`config.mk`:
```
export PLATFORM = sky130hd
export DESIGN_NAME = img_bram_sched
export DESIGN_NICKNAME = d
export VERILOG_FILES = /design/src/rtl/img_ctrl_pkg.sv /design/src/rtl/pix_skid_fifo.sv /design/src/rtl/img_bram_sched.sv
export SDC_FILE = /design/constraint.sdc
export NUM_CORES = 1
export LEC_CHECK = 0
export CAP_MARGIN = 25
export CORE_UTILIZATION = 50
export CTS_CLUSTER_DIAMETER = 60
export DETAILED_ROUTE_END_ITERATION = 8
export GPL_ROUTABILITY_DRIVEN = 0
export PLACE_DENSITY = 0.77
export REMOVE_ABC_BUFFERS = 1
export SLEW_MARGIN = 10
export SYNTH_ARGS = -nofsm -noshare
export SYNTH_HDL_FRONTEND = slang
export SYNTH_HIERARCHICAL = 1
export SYNTH_SLANG_ARGS = --single-unit
```
`constraint.sdc`:
```
create_clock -name clk -period 8.8 [get_ports clk]
set_clock_uncertainty 0.15 [all_clocks]
set_input_delay 0.88 -clock clk [delete_from_list [all_inputs] [get_ports clk]]
set_output_delay 0.88 -clock clk [all_outputs]
set_load 0.005 [all_outputs]
```
`src/rtl/img_ctrl_pkg.sv`:
```
// rtl/img_ctrl_pkg.sv - shared types and defaults for the image BRAM scheduler
package img_ctrl_pkg;

  localparam int DEF_ADDR_W = 13;
  localparam int DEF_DATA_W = 8;

  typedef enum logic [1:0] {
    IDLE  = 2'd0,
    RUN   = 2'd1,
    DRAIN = 2'd2
  } state_t;

  // One queued pixel plus the raster flags that travel with it.
  typedef struct packed {
    logic [DEF_DATA_W-1:0] data;
    logic                  eol;
    logic                  last;
  } pix_entry_t;

endpackage

```
`src/rtl/pix_skid_fifo.sv`:
```
// rtl/pix_skid_fifo.sv - 2-entry pixel FIFO absorbing BRAM read latency against stream stalls
module pix_skid_fifo
  import img_ctrl_pkg::*;
(
  input  logic       clk,
  input  logic       rst_n,
  input  logic       push,
  input  logic       pop,
  input  logic       flush,
  input  pix_entry_t din,
  output pix_entry_t head,
  output logic [1:0] cnt
);

  pix_entry_t mem [2];
  logic       wptr;
  logic       rptr;
  logic       do_push;
  logic       do_pop;

  assign do_pop  = pop && (cnt != 2'd0);
  assign do_push = push && ((cnt != 2'd2) || do_pop);
  assign head    = mem[rptr];

  always_ff @(posedge clk or negedge rst_n) begin
    if (!rst_n) begin
      mem[0] <= '0;
      mem[1] <= '0;
      wptr   <= 1'b0;
      rptr   <= 1'b0;
      cnt    <= 2'd0;
    end else if (flush) begin
      wptr <= 1'b0;
      rptr <= 1'b0;
      cnt  <= 2'd0;
    end else begin
      if (do_push) begin
        mem[wptr] <= din;
        wptr      <= ~wptr;
      end
      if (do_pop) rptr <= ~rptr;
      cnt <= cnt + {1'b0, do_push} - {1'b0, do_pop};
    end
  end

endmodule

```
`src/rtl/img_bram_sched.sv`:
```
// rtl/img_bram_sched.sv - single-port image BRAM scheduler: raster read stream plus arbitrated writeback
module img_bram_sched
  import img_ctrl_pkg::*;
#(
  parameter int ADDR_W   = DEF_ADDR_W,
  parameter int DATA_W   = DEF_DATA_W,
  parameter int IMG_W    = 32,
  parameter int IMG_H    = 32,
  parameter int SRC_BASE = 0
) (
  input  logic              clk,
  input  logic              rst_n,
  input  logic              start,
  input  logic              abort,
  output logic              busy,
  output logic              done,
  output logic [DATA_W-1:0] pix_data,
  output logic              pix_valid,
  input  logic              pix_ready,
  output logic              pix_eol,
  output logic              pix_last,
  input  logic              wr_valid,
  input  logic [ADDR_W-1:0] wr_addr,
  input  logic [DATA_W-1:0] wr_data,
  output logic              wr_ready,
  output logic              ram_we,
  output logic [ADDR_W-1:0] ram_addr,
  output logic [DATA_W-1:0] ram_din,
  input  logic [DATA_W-1:0] ram_dout
);

  localparam int XW = $clog2(IMG_W);
  localparam int YW = (IMG_H > 1) ? $clog2(IMG_H) : 1;

  if (SRC_BASE + IMG_W * IMG_H > (1 << ADDR_W)) begin : g_bad_geom
    $error("img_bram_sched: image does not fit in ADDR_W from SRC_BASE");
  end
  if (IMG_W < 2 || IMG_H < 1) begin : g_bad_dims
    $error("img_bram_sched: IMG_W must be >= 2 and IMG_H >= 1");
  end
  if (DATA_W != DEF_DATA_W) begin : g_bad_width
    $error("img_bram_sched: DATA_W must match the pixel entry width");
  end

  state_t            state;
  logic [XW-1:0]     x;
  logic [YW-1:0]     y;
  logic              inflight;
  logic              inf_eol;
  logic              inf_last;
  logic              last_gnt_wr;
  logic [ADDR_W-1:0] addr_hold;
  logic [DATA_W-1:0] din_hold;
  logic [ADDR_W-1:0] rd_addr;
  logic [1:0]        fifo_cnt;
  logic [2:0]        occ;
  logic              pop;
  logic              push;
  logic              rd_req;
  logic              rd_go;
  logic              wr_go;
  logic              last_x;
  logic              last_rd;
  pix_entry_t        cap;
  pix_entry_t        head;

  pix_skid_fifo u_fifo (
    .clk   (clk),
    .rst_n (rst_n),
    .push  (push),
    .pop   (pop),
    .flush (abort),
    .din   (cap),
    .head  (head),
    .cnt   (fifo_cnt)
  );

  assign busy      = (state != IDLE);
  assign pix_valid = (fifo_cnt != 2'd0);
  assign pix_data  = pix_valid ? head.data : '0;
  assign pix_eol   = pix_valid & head.eol;
  assign pix_last  = pix_valid & head.last;
  assign pop       = pix_valid & pix_ready;

  // Occupancy counts the read still in the BRAM pipe so the FIFO can never overflow.
  assign occ    = {1'b0, fifo_cnt} + {2'b0, inflight} - {2'b0, pop};
  assign rd_req = (state == RUN) && !abort && (occ < 3'd2);

  // Contended cycles alternate; last_gnt_wr=0 after reset lets the writer win first.
  assign wr_go    = wr_valid && (!rd_req || !last_gnt_wr);
  assign rd_go    = rd_req && !wr_go;
  assign wr_ready = wr_go;
  assign ram_we   = wr_go;

  assign last_x  = (x == XW'(IMG_W - 1));
  assign last_rd = last_x && (y == YW'(IMG_H - 1));
  assign rd_addr = ADDR_W'(SRC_BASE + int'(y) * IMG_W + int'(x));

  assign ram_addr = wr_go ? wr_addr : (rd_go ? rd_addr : addr_hold);
  assign ram_din  = wr_go ? wr_data : din_hold;

  assign push = inflight && !abort;
  assign cap  = '{data: ram_dout, eol: inf_eol, last: inf_last};

  always_ff @(posedge clk or negedge rst_n) begin
    if (!rst_n) begin
      state       <= IDLE;
      x           <= '0;
      y           <= '0;
      inflight    <= 1'b0;
      inf_eol     <= 1'b0;
      inf_last    <= 1'b0;
      last_gnt_wr <= 1'b0;
      addr_hold   <= '0;
      din_hold    <= '0;
      done        <= 1'b0;
    end else begin
      done <= 1'b0;
      if (wr_go || rd_go) addr_hold <= ram_addr;
      if (wr_go) din_hold <= wr_data;
      if (wr_valid && rd_req) last_gnt_wr <= wr_go;

      inflight <= rd_go;
      if (rd_go) begin
        inf_eol  <= last_x;
        inf_last <= last_rd;
      end

      if (abort) begin
        state    <= IDLE;
        inflight <= 1'b0;
        x        <= '0;
        y        <= '0;
      end else begin
        case (state)
          IDLE: begin
            if (start) begin
              state <= RUN;
              x     <= '0;
              y     <= '0;
            end
          end
          RUN: begin
            if (rd_go) begin
              if (last_x) begin
                x <= '0;
                y <= y + 1'b1;
              end else begin
                x <= x + 1'b1;
              end
              if (last_rd) state <= DRAIN;
            end
          end
          DRAIN: begin
            if (pop && head.last) begin
              state <= IDLE;
              done  <= 1'b1;
            end
          end
          default: state <= IDLE;
        endcase
      end
    end
  end

endmodule
```
==> results of run 1 <==
## stage by stage
stage,utilization [%],power (mW)
2_1_floorplan,-,0.4474
3_3_place_gp,62.81,0.5282
3_5_place_dp,62.81,0.5340
4_1_cts,65.89,0.7866
5_1_grt,65.89,0.8203
6_report,65.89,0.7800
## synth_stat cells (3+ instances only)
cell	count	area, sq um
mux2_1	10	112.6
nor2_1	7	26.28
dfrtp_1	62	1551
mux2_4	10	150.1
and2_1	13	81.33
and3_1	5	31.28
ha_1	6	75.07
o21ai_0	19	95.09
clkbuf_1	9	33.78
mux2_2	19	214.0
buf_6	4	45.04
o221a_2	20	225.2
inv_1	12	45.04
nor4_1	11	68.82
nand2_1	12	45.04
nor2b_1	7	43.79
nand3_1	7	35.03
buf_4	3	22.52
mux2i_1	3	30.03
a31oi_1	13	81.33
buf_2	3	15.01
xnor2_1	3	26.28
## cell families after synthesis
kind of cell / synth area share [%]
flip-flops: 46.30
AND/OR/NAND/NOR: 14.08
buffers and inverters: 4.817
AO/OA/AOI/OAI: 15.05
multiplexers: 15.12
XOR/XNOR: 1.793
adder cells (fa/ha/maj): 2.838
## flip-flops by register name, indices dropped and copies added, names as in the netlist, 2 cells and up
name / cells
u_fifo/mem: 20
addr_hold: 13
din_hold: 8
x: 5
y: 5
state: 2
u_fifo/cnt: 2
## layout make-up
class                   count  area [sq um]  share of cell area [%]
well taps                  77         96.34                   2.277
multi-input cells         197          1638                   38.70
repair buffers             71         703.2                   16.62
inverters                  12         45.04                   1.064
clock inverters             7         73.82                   1.745
flip-flops and latches     62          1551                   36.66
clock buffers               9         123.9                   2.927
## report_power, final
part | internal, mW | total [mW] | switching [mW]
Combinational | 0.113 | 0.186 | 0.0734
Sequential | 0.325 | 0.345 | 0.0203
Clock | 0.132 | 0.249 | 0.117
## final timing paths
check	start	end	depth (start not counted)	slack (ps)
worst max register to register	u_fifo/cnt[1]	din_hold[1]	9	4360
max in group asynchronous	rst_n	addr_hold[11]	2	7460
worst max-delay path	pix_ready	ram_din[6]	10	2660
worst min-delay path	u_fifo/mem[10]	u_fifo/mem[10]	1	340
min in group asynchronous	rst_n	u_fifo/mem[2]	2	550
worst min register to register	u_fifo/mem[10]	u_fifo/mem[10]	1	340
## layer usage
metal	share of wire, %	vias to the layer above	global-route usage (%)
li1	-	1205	-
met1	45	1263	28.52
met2	48	95	37.70
met3	4.9	13	5.737
met4	1.9	0	7.680
met5	0	-	0
## worst max-delay path, stage by stage
cell and delay, ps:
clkdlybuf4s50_1 500, and2_1 190, nor2b_1 220, o21ai_0 140
fa_1 450, xnor2_2 630, nand4_4 400, nand2_1 820
mux2_2 430, clkdlybuf4s50_1 450
==> results_dict.tcl, run 1 <==
set metrics [dict create \
    viasPerCell 5.922 \
    cp.arrival_ps 5110 \
    maxCapViolCount 0 \
    ys_seq_area_share_pct 46.30 \
    drive_above_1_share_pct 20.95 \
    violations "design-rule violations" \
    vias 2576 \
    wl_per_cell_um 16.80 \
    area_growth_pct 26.29 \
    overflow 0 \
    drtPass1Iterations 6 \
    fin_ws_ps 2657 \
    grt_usage_pct 22.56 \
    fin_crit_sh_pct 69.81 \
    async_flop_share_pct 100.0 \
    worstMarginPinSlew_ps 923.3 \
    antenna_found_initial 0 \
    yosys_warnings 6 \
    cts_resized 0 \
    synth.avg_cell_area_sq_um 11.55 \
    drtAntennaViolNets 0 \
    crit_type "input pin to output pin" \
    cts_tree "yes" \
    required_ps 7770 \
    outcome "finished, violations left" \
    syn_inst 290 \
    fillCellCount 519 \
    fp-row-count 29 \
    finalMaxSlewViolations 0 \
    clockBufferDepth 2 \
    maxClockFrequency_mhz 162.8 \
    crit_fanout 29 \
    hold_class "register to register" \
    synth_edf_count 0 \
    end_kind "output pin" \
    mostFrequentLayoutCell "clkdlybuf4s50_1" \
    postCtsSetupBuffers 0 \
    fin_cells 435 \
    powerDensity_nw_per_um2 184.3 \
    n_antenna_cell 0 \
    ctsHtreeMaxLevel 3 \
    port_buffers 70 \
    relSlewSlack_pct 38.24 \
    place_area_sq_um 4034 \
    period_needed_ps 6143 \
    dieWidth_um 83.86 \
    totalWireLength_um 7307 \
    final-setup-viol-count 0 \
    place_hpwl_um 4835 \
    die_h_um 83.86 \
    hold_buffers 0 \
    route.detailed.drc 7 \
    ios 71 \
    clkLatencyLatePin_ps 340 \
    grt_pass1_vias 2597 \
    grt_pass1_wl_um 12540 \
    dp_cells 419 \
    place_ws_ps 2688 \
    rsz0062_at_grt "no" \
    hold_ws_ps 344.3 \
    p_leak_nw 1.864 \
    hold_violations 0 \
    ys_ff_latch 62 \
    nets 395 \
    cts_made_buffers 9 \
    fin_area_sq_um 4232 \
    synth_area_sq_um 3351 \
    ys.flop_type "dfrtp_1" \
    coreArea_sq_um 6422 \
    clk_pin_slew_worst_paths_ps 70 \
    drt_iter0_drc 167 \
    clock_sinks 62 \
    cts_root_buf "clkbuf_8" \
    finalSetupTns_ps 0 \
    start_util_pct 52.17 \
    final_cell_mix "clkdlybuf4s50_1, dfrtp_1, o221a_2, mux2_2, o21ai_0" \
    synth_cell_types 46 \
    die_area_sq_um 7033 \
    grt_max_degree 63 \
    ir_drop_uv 118.6 \
    worst_setup_path_start_kind "input pin" \
]
No activity file was read; power rests on OpenSTA's default activity.
==> run 2, diff against run 1 <==
- clock period: 8.8 -> 6 ns (I/O delays scaled with it)
==> run 2 against run 1 <==
  * The flow still finishes with violations (design-rule violations)
  * Cell area up 1.3%
  * Setup slack worse by 1800 ps
  * Sequential power up 46%
  * Utilization up 0.84 points
  * Via count down 0.19%
  * First-iteration DRC count down 3.6%
  * Sequential cell count unchanged
  * Sequential share of layout area down 0.46 points
  * Non-clock buffer count up 2
  * Hold slack worse by 73 ps
  * Combinational power up 47%
  * Global-route usage down 0.34 points
  * Critical path type is now register to output pin
==> results_dict.tcl, run 2 (synthesized netlist as in run 1, its figures left out) <==
set metrics [dict create \
    regToRegStartpoint "u_fifo/cnt[1]" \
    power.switching_mw 0.2905 \
    relSlewSlack_pct 42.79 \
    totalWireLength_um 7003 \
    violations "design-rule violations" \
    worstMarginPinSlew_ps 855.3 \
    viasPerCell 5.897 \
    final_cell_mix "clkdlybuf4s50_1, dfrtp_1, o221a_2, mux2_2, o21ai_0" \
    drtAntennaViolNets 0 \
    grtUsageMet3_pct 4.253 \
    critPathLaunch "u_fifo/cnt[1]" \
    comb_power_share_pct 22.5 \
    cts_made_buffers 9 \
    ctsHtreeMaxLevel 3 \
    grt_usage_pct 22.22 \
    worst_setup_path_start_kind "register" \
    clockBufferDepth 2 \
    cp.arrival_ps 4410 \
    port_buffers 70 \
    maxClockFrequency_mhz 193.6 \
    hold_violations 0 \
    swShare_pct 23.85 \
    use_met1_pct 29.55 \
    p_leak_nw 1.893 \
    cts_root_buf "clkbuf_8" \
    largest-register "u_fifo/mem" \
    required_ps 5250 \
    powerDensity_nw_per_um2 284.3 \
    final-setup-viol-count 0 \
    fillCellCount 509 \
    n_antenna_cell 0 \
    ir_drop_uv 176.4 \
    drt_iter0_drc 161 \
    finalPower_mw 1.218 \
    fin_crit_sh_pct 86.08 \
    regArea_sq_um 1551 \
    cts_resized 0 \
    p_int_mw 0.9277 \
    crit_type "register to output pin" \
    end_kind "output pin" \
    route.detailed.drc 7 \
    crit_fanout 29 \
    wl_per_cell_um 16.06 \
    finalSetupTns_ps 0 \
    overflow 0 \
    clkLatencyLatePin_ps 330 \
    nets 397 \
    drive_above_1_share_pct 20.89 \
    busiest_layer "met2" \
    r2r_cells 9 \
    grt_pass1_vias 2596 \
    die_h_um 83.86 \
    top_regs "u_fifo/mem (20), addr_hold (13), din_hold (8)" \
    period_needed_ps 5165 \
    largest_reg_flops 20 \
    die_area_sq_um 7033 \
    antenna_found_initial 0 \
    fp-row-count 29 \
    grt_pass1_wl_um 12350 \
    clock_sinks 62 \
    maxCapViolCount 0 \
    area_growth_pct 27.89 \
    met2_usage_pct 35.54 \
    coreArea_sq_um 6422 \
    finalMaxSlewViolations 0 \
    mostFrequentLayoutCell "clkdlybuf4s50_1" \
    place_hpwl_um 4766 \
    hold_buffers 0 \
    hold_class "input pin to async pin" \
    dieWidth_um 83.86 \
    start_util_pct 52.17 \
    vias 2571 \
    rsz0062_at_grt "no" \
    p_seq_share_pct 41.4 \
    grt_max_degree 63 \
    multiInputGateArea_sq_um 1638 \
    clockPowerShare_pct 36.2 \
    clk_pin_slew_worst_paths_ps 70 \
    outcome "finished, violations left" \
    drtPass1Iterations 7 \
    postCtsSetupBuffers 0 \
    cts_tree "yes" \
    ios 71 \
]
## run 2: power by group through the flow
stage                     Sequential, mW  Combinational (mW)  Clock, mW
final                              0.504               0.274      0.440
after floorplan                    0.503               0.153          0
after detailed placement           0.512               0.274          0
after CTS                          0.504               0.277      0.448
after global placement             0.508               0.269          0
after global routing               0.511               0.301      0.463
## run 2: worst max-delay path, cell delays in order (launching register included)
cell	delay [ps]
dfrtp_1	530
or2_2	310
and2_1	220
nor2b_1	230
o21ai_0	140
fa_1	880
nand4_4	430
nand2_1	180
buf_4	310
mux2_2	390
clkdlybuf4s50_1	450
## run 2: final timing paths
path | slack (ps) | end
min in group clk | 340 | u_fifo/mem[13]
worst min-delay path | 270 | u_fifo/mem[2]
worst max-delay path | 840 | ram_din[1]
worst max register to register | 2090 | din_hold[1]
max in group asynchronous | 4920 | addr_hold[12]
worst min register to register | 340 | u_fifo/mem[13]
## run 2: layer usage
metal  vias up  wire length, um
met4         0              178
met2        94             3281
met5         -                0
met3        18              340
met1      1250             3202
li1       1209                -
## run 2: area by class of cell
cell class | count | area share, %
clock inverters | 4 | 2.219
multi-input cells | 197 | 38.22
inverters | 12 | 1.051
well taps | 77 | 2.248
clock buffers | 11 | 3.299
flip-flops and latches | 62 | 36.20
repair buffers | 73 | 16.76
## run 2: metrics by stage
stage	std cells	hold slack (ps)	utilization [%]	worst slack, ps	cell area, sq um
global route	436	349.7	66.73	395.7	4285
finish	436	271.7	66.73	835.2	4285
detailed placement	421	331.0	63.04	950.4	4049
global placement	421	322.2	63.04	1081	4049
CTS	436	299.9	66.73	791.3	4285
floorplan	271	154.4	-	1741	3234
